## config.mk

```make
export PLATFORM = sky130hd
export DESIGN_NAME = fetch_unit
export DESIGN_NICKNAME = d
export VERILOG_FILES = /design/src/rtl/fetch_unit_pkg.sv /design/src/rtl/fetch_fifo.sv /design/src/rtl/fetch_unit.sv
export SDC_FILE = /design/constraint.sdc
export NUM_CORES = 1
export LEC_CHECK = 0
export BUFFER_PORTS_ARGS = -buffer_cell sky130_fd_sc_hd__buf_2
export CAP_MARGIN = 15
export CORE_AREA = 4 4 179 181
export DETAILED_ROUTE_END_ITERATION = 12
export DIE_AREA = 0 0 183 185
export PLACE_DENSITY = 0.85
export SLEW_MARGIN = 20
export SYNTH_ARGS = -nofsm -noshare
export SYNTH_HDL_FRONTEND = slang
export SYNTH_SLANG_ARGS = --single-unit
```

## constraint.sdc

```tcl
create_clock -name clk -period 2.81 [get_ports clk]
set_clock_uncertainty 0.1 [all_clocks]
set_input_delay 0.4215 -clock clk [delete_from_list [all_inputs] [get_ports clk]]
set_output_delay 0.4215 -clock clk [all_outputs]
set_load 0.01 [all_outputs]
```

## src/rtl/fetch_unit_pkg.sv

```systemverilog
// Shared fetch-stage definitions: bus width, default reset PC and the
// prefetch queue entry layout, which decode reuses for its input register.
package fetch_unit_pkg;

  localparam int BUS_WIDTH = 32;
  localparam logic [BUS_WIDTH-1:0] RESET_PC_DEF = 32'h0000_0000;

  // One prefetched instruction together with the address it came from.
  typedef struct packed {
    logic [BUS_WIDTH-1:0] pc;
    logic [BUS_WIDTH-1:0] inst;
  } fetch_entry_t;

  // Word-align a PC by clearing the two byte-offset bits.
  function automatic logic [BUS_WIDTH-1:0] align_pc(input logic [BUS_WIDTH-1:0] pc);
    return pc & ~BUS_WIDTH'(3);
  endfunction

endpackage

```

## src/rtl/fetch_fifo.sv

```systemverilog
// Prefetch queue: DEPTH-entry synchronous FIFO of fetch entries with a
// single-cycle flush. Pointers wrap naturally because DEPTH is a power of two.
module fetch_fifo
  import fetch_unit_pkg::*;
#(
  parameter int                   DEPTH    = 4,
  parameter logic [BUS_WIDTH-1:0] RESET_PC = RESET_PC_DEF,
  localparam int                  AW       = $clog2(DEPTH),
  localparam int                  CW       = AW + 1
) (
  input  logic         clk,
  input  logic         rst,
  input  logic         flush,
  input  logic         push,
  input  fetch_entry_t push_data,
  input  logic         pop,
  output logic [CW-1:0] count,
  output fetch_entry_t head
);

  localparam logic [CW-1:0] FULL_C = CW'(DEPTH);

  fetch_entry_t [DEPTH-1:0] mem;
  logic [AW-1:0]            rd_ptr, wr_ptr;
  logic                     push_ok, pop_ok;

  // Never overrun or underrun, even if a caller misbehaves.
  assign push_ok = push && (count != FULL_C);
  assign pop_ok  = pop && (count != '0);
  assign head    = mem[rd_ptr];

  // Storage and pointers; entries reset so an empty head reads {RESET_PC, 0}.
  always_ff @(posedge clk or negedge rst) begin
    if (!rst) begin
      rd_ptr <= '0;
      wr_ptr <= '0;
      count  <= '0;
      for (int i = 0; i < DEPTH; i++) begin
        mem[i].pc   <= RESET_PC;
        mem[i].inst <= '0;
      end
    end else if (flush) begin
      rd_ptr <= '0;
      wr_ptr <= '0;
      count  <= '0;
    end else begin
      if (push_ok) begin
        mem[wr_ptr] <= push_data;
        wr_ptr      <= wr_ptr + 1'b1;
      end
      if (pop_ok) rd_ptr <= rd_ptr + 1'b1;
      count <= count + CW'(push_ok) - CW'(pop_ok);
    end
  end

endmodule

```

## src/rtl/fetch_unit.sv

```systemverilog
// Instruction fetch stage: sequential address generation, credit-limited
// request issue, in-order response capture into a prefetch queue and
// redirect handling with stale-response discard.
// Optional build macro FETCH_MISALIGN_CHK_EN adds misalign_err and halts
// fetch on a misaligned redirect target.
module fetch_unit
  import fetch_unit_pkg::*;
#(
  parameter logic [BUS_WIDTH-1:0] RESET_PC = RESET_PC_DEF,
  parameter int                   DEPTH    = 4
) (
  input  logic                 clk,
  input  logic                 rst,
  output logic                 imem_req_valid,
  input  logic                 imem_req_ready,
  output logic [BUS_WIDTH-1:0] imem_req_addr,
  input  logic                 imem_rsp_valid,
  input  logic [BUS_WIDTH-1:0] imem_rsp_data,
  input  logic                 redirect_valid,
  input  logic [BUS_WIDTH-1:0] redirect_pc,
`ifdef FETCH_MISALIGN_CHK_EN
  output logic                 misalign_err,
`endif
  output logic                 inst_valid,
  input  logic                 inst_ready,
  output logic [BUS_WIDTH-1:0] inst,
  output logic [BUS_WIDTH-1:0] inst_pc
);

  localparam int            CW      = $clog2(DEPTH) + 1;
  localparam logic [CW:0]   DEPTH_C = (CW + 1)'(DEPTH);

  logic [BUS_WIDTH-1:0] fpc, rpc, redirect_tgt;
  logic [CW-1:0]        count, outst, drop;
  logic [CW:0]          inflight;
  logic                 req_fire, rsp_keep, pop, halt;
  fetch_entry_t         push_entry, head;

  assign redirect_tgt = align_pc(redirect_pc);
  assign inflight     = {1'b0, count} + {1'b0, outst};

`ifdef FETCH_MISALIGN_CHK_EN
  assign halt = misalign_err;

  // Sticky error: a misaligned redirect stops fetch until reset.
  always_ff @(posedge clk or negedge rst) begin
    if (!rst) misalign_err <= 1'b0;
    else if (redirect_valid && (redirect_pc[1:0] != 2'b00)) misalign_err <= 1'b1;
  end
`else
  assign halt = 1'b0;
`endif

  // Queued plus outstanding is capped at DEPTH so every response has a slot.
  assign imem_req_valid = rst && !redirect_valid && !halt && (inflight < DEPTH_C);
  assign imem_req_addr  = fpc;
  assign req_fire       = imem_req_valid && imem_req_ready;
  assign rsp_keep       = imem_rsp_valid && (drop == '0) && !redirect_valid;
  assign pop            = inst_valid && inst_ready;

  // Fetch PC advances per accepted request, response PC per kept response.
  always_ff @(posedge clk or negedge rst) begin
    if (!rst) begin
      fpc <= RESET_PC;
      rpc <= RESET_PC;
    end else if (redirect_valid) begin
      fpc <= redirect_tgt;
      rpc <= redirect_tgt;
    end else begin
      if (req_fire) fpc <= fpc + BUS_WIDTH'(4);
      if (rsp_keep) rpc <= rpc + BUS_WIDTH'(4);
    end
  end

  // Outstanding and stale-drop counters; a redirect marks everything in flight stale.
  always_ff @(posedge clk or negedge rst) begin
    if (!rst) begin
      outst <= '0;
      drop  <= '0;
    end else begin
      outst <= outst + CW'(req_fire) - CW'(imem_rsp_valid);
      if (redirect_valid)                     drop <= outst - CW'(imem_rsp_valid);
      else if (imem_rsp_valid && drop != '0)  drop <= drop - 1'b1;
    end
  end

  assign push_entry.pc   = rpc;
  assign push_entry.inst = imem_rsp_data;

  fetch_fifo #(
    .DEPTH    (DEPTH),
    .RESET_PC (RESET_PC)
  ) u_fifo (
    .clk       (clk),
    .rst       (rst),
    .flush     (redirect_valid),
    .push      (rsp_keep),
    .push_data (push_entry),
    .pop       (pop),
    .count     (count),
    .head      (head)
  );

  assign inst_valid = (count != '0);
  assign inst       = head.inst;
  assign inst_pc    = head.pc;

endmodule

```

==> impl_results.md <==
* DIE AREA at 0.0339 mm2
* GRT Total Usage at 21.3%
* Syn Std Cell Area at 0.0162 mm2
* Post-DP Area at 0.0172 mm2
* Residual DRC at 0
* Crit path max fanout at 15
* Largest net degree at the start of global routing at 187
* Final Critical Period at 2.70 ns
* Die Span Y at 185 um
* Slew Limit Headroom at 38.5%
* Internal reg-to-reg setup slack at 0.19 ns
* Fraction of layout cells with a size suffix above 1 at 47.9%
* DRT iter0 DRCs at 716
* Placer congestion estimate at 0.884
* Startpoint types: flop
* Number of max-cap violations at 0
* Synth unique cells at 56
* CTS tree: yes
* CP Launch Point: u_fifo.rd_ptr[0]
* Clk_lat worst skew at 0.52 ns
* Num Clock Sinks at 321
* RR Endpoint: imem_req_addr[14]
* Post-CTS resize count at 0
* CTS buffer count at 35
* Io pins at 168
* Clk buf depth at 3
* Peak Freq at 371 MHz
* Vias in the first global route at 10.3k
* Pwr Density at 857 mW/mm2
* Final core utilization at 61.1%
* CTS H-tree lvls at 2
* Worst Path Arrival at 2.18 ns
* Initial antenna violation count at 1
* DP HPWL at 23.4 mm
* Synth-to-Final Area Change at 14.5%
* Setup violators final at 0
* Worst VDD drop at 431 uV
* CORE AREA at 0.0304 mm2
* Reg2Reg Depth at 7
* DR WL/cell at 22.1 um
* Critical path class: reg2out
* Grt ovf at 0
* Status: complete, no violations
* Syn avg cell area at 15.5 um2
* CP Capture Type: output port
* Asr flop ratio synth at 100%
* WL met1 at 15.9 mm
* Main synth FF type: dfrtp_1
* Max-slew violations at 0
* Met2 Wirelength at 17.3 mm
* Post-Synthesis Cells at 1051
* Final Cycle Share at 96.0%
* Initial Utilization at 53.4%
* Max layer used: met5
* Final worst slack at 0.113 ns
* Routed Wire Length at 36.3 mm
* # diodes at 0
* Post-synth EDFFs at 0
* RSZ-0062 raised after global routing: no
* CTS clock-pin slew for the worst setup and hold paths at 0.06 ns
* Final Hold Viols at 0
* First-pass GRT wire length at 58.0 mm
* Setup TNS at 0 ns
* Total design power at 15.9 mW
* Commonest cells after routing, fill and taps aside: dfrtp_1 (319), mux2_4 (240), buf_2 (160)
* Setup crit end: inst[14]
* Final instance area at 0.0186 mm2
* I/O Buffers at 161
* Crit path required time at 2.29 ns
* DP Cell Count at 1574
* First drt pass iteration count at 5
* Reg2Reg Launch Point: u_fifo.count[1]
* Seq cells post-synth at 321
* Place WS at 0.273 ns
* Syn. warnings at 0
* Seq/Total Area, Yosys at 49.5%
* Final nets at 1306
* Post-route ant nets at 0
* Min-Delay Path Class: in2reg
* Root buffer cell: clkbuf_16
* Vias at 9623
* Non-filler instance count after layout at 1639
* Hold WS at 0.0646 ns
* FP Rows at 64
* Vias/cell at 5.87
* Static leakage at 8.60 nW
* Worst-Margin Slew at 0.918 ns
* WL met3 at 2.46 mm
* Commonest non-fill, non-tap cell in the layout: dfrtp_1
* Die Wd at 183 um
==> cells in the mapped netlist (5+ instances only) <==
cell type / number / area (um2)
xor2_1: 26 / 228
buf_12: 28 / 561
xnor2_1: 16 / 140
mux2_2: 13 / 146
nand2_1: 51 / 191
and3_1: 6 / 37.5
nand3_1: 36 / 180
inv_1: 20 / 75.1
a31oi_1: 7 / 43.8
mux2_1: 8 / 90.1
and2_1: 5 / 31.3
nand4_1: 15 / 93.8
nand4b_1: 5 / 43.8
o21ai_1: 15 / 75.1
o211ai_1: 9 / 67.6
mux4_2: 62 / 1400
o21ai_0: 23 / 115
buf_2: 14 / 70.1
ha_1: 16 / 200
dfrtp_1: 321 / 8030
o311ai_1: 8 / 70.1
a21oi_1: 9 / 45.0
clkbuf_1: 17 / 63.8
nor2_1: 22 / 82.6
mux2_4: 240 / 3600
==> critical path: stages, from the launching register on <==
cell and delay (ns):
dfrtp_4 0.69, buf_12 0.22, mux4_2 0.55, buf_2 0.17
==> per-layer routing <==
metal | track usage, % | vias to the layer above
li1 | - | 4164
met2 | 34.7 | 402
met5 | 0 | -
met4 | 4.71 | 2
met3 | 4.07 | 67
met1 | 30.1 | 4988
==> flip-flops by register name, summed over array words and instances, names as in the netlist <==
signal	flops
u_fifo.wr_ptr	2
imem_req_addr	30
drop	3
outst	3
u_fifo.mem	248
rpc	30
u_fifo.rd_ptr	2
u_fifo.count	3
==> repair_timing <==
| item | in CTS | in global routing |
|---|---|---|
| hold endpoints to repair | 65 | 0 |
| setup endpoints to repair | 39 | 0 |
| hold buffers | 1 | 0 |
| setup buffers | 1 | 0 |
==> where the power goes <==
part           internal, mW  switching, mW  leakage, nW  total, mW
logic                  2.61           1.86         3.73       4.47
registers              5.50          0.757         4.23       6.25
clock network          3.28           1.93        0.636       5.21
==> area by class of cell <==
cell class / instances / area (um2)
Fill cell: 2193 / 11800
Inverter: 21 / 78.8
Tap cell: 396 / 495
Multi-Input combinational cell: 646 / 7400
Timing Repair Buffer: 193 / 1270
Clock inverter: 20 / 344
Sequential cell: 321 / 8040
Clock buffer: 42 / 962
==> worst min-delay path by stage <==
stage                          startpoint  slack (ns)  depth (start not counted)                end
after floorplan                       rst        0.03                          0            drop[0]
after global placement    u_fifo.mem[183]        0.36                          1    u_fifo.mem[183]
after detailed placement  u_fifo.mem[183]        0.37                          1    u_fifo.mem[183]
after CTS                 redirect_pc[18]        0.05                          3  imem_req_addr[18]
after global routing      redirect_pc[18]        0.07                          3  imem_req_addr[18]
final                     redirect_pc[26]        0.06                          3  imem_req_addr[26]
==> cell families after synthesis <==
logic type | synth area share (%)
multiplexers | 32.4
adder cells (fa/ha/maj) | 1.48
buffers and inverters | 5.02
AND/OR/NAND/NOR | 6.20
other | 0.0231
AO/OA/AOI/OAI | 3.11
XOR/XNOR | 2.27
flip-flops | 49.5
No activity file was read; power rests on OpenSTA's default activity.
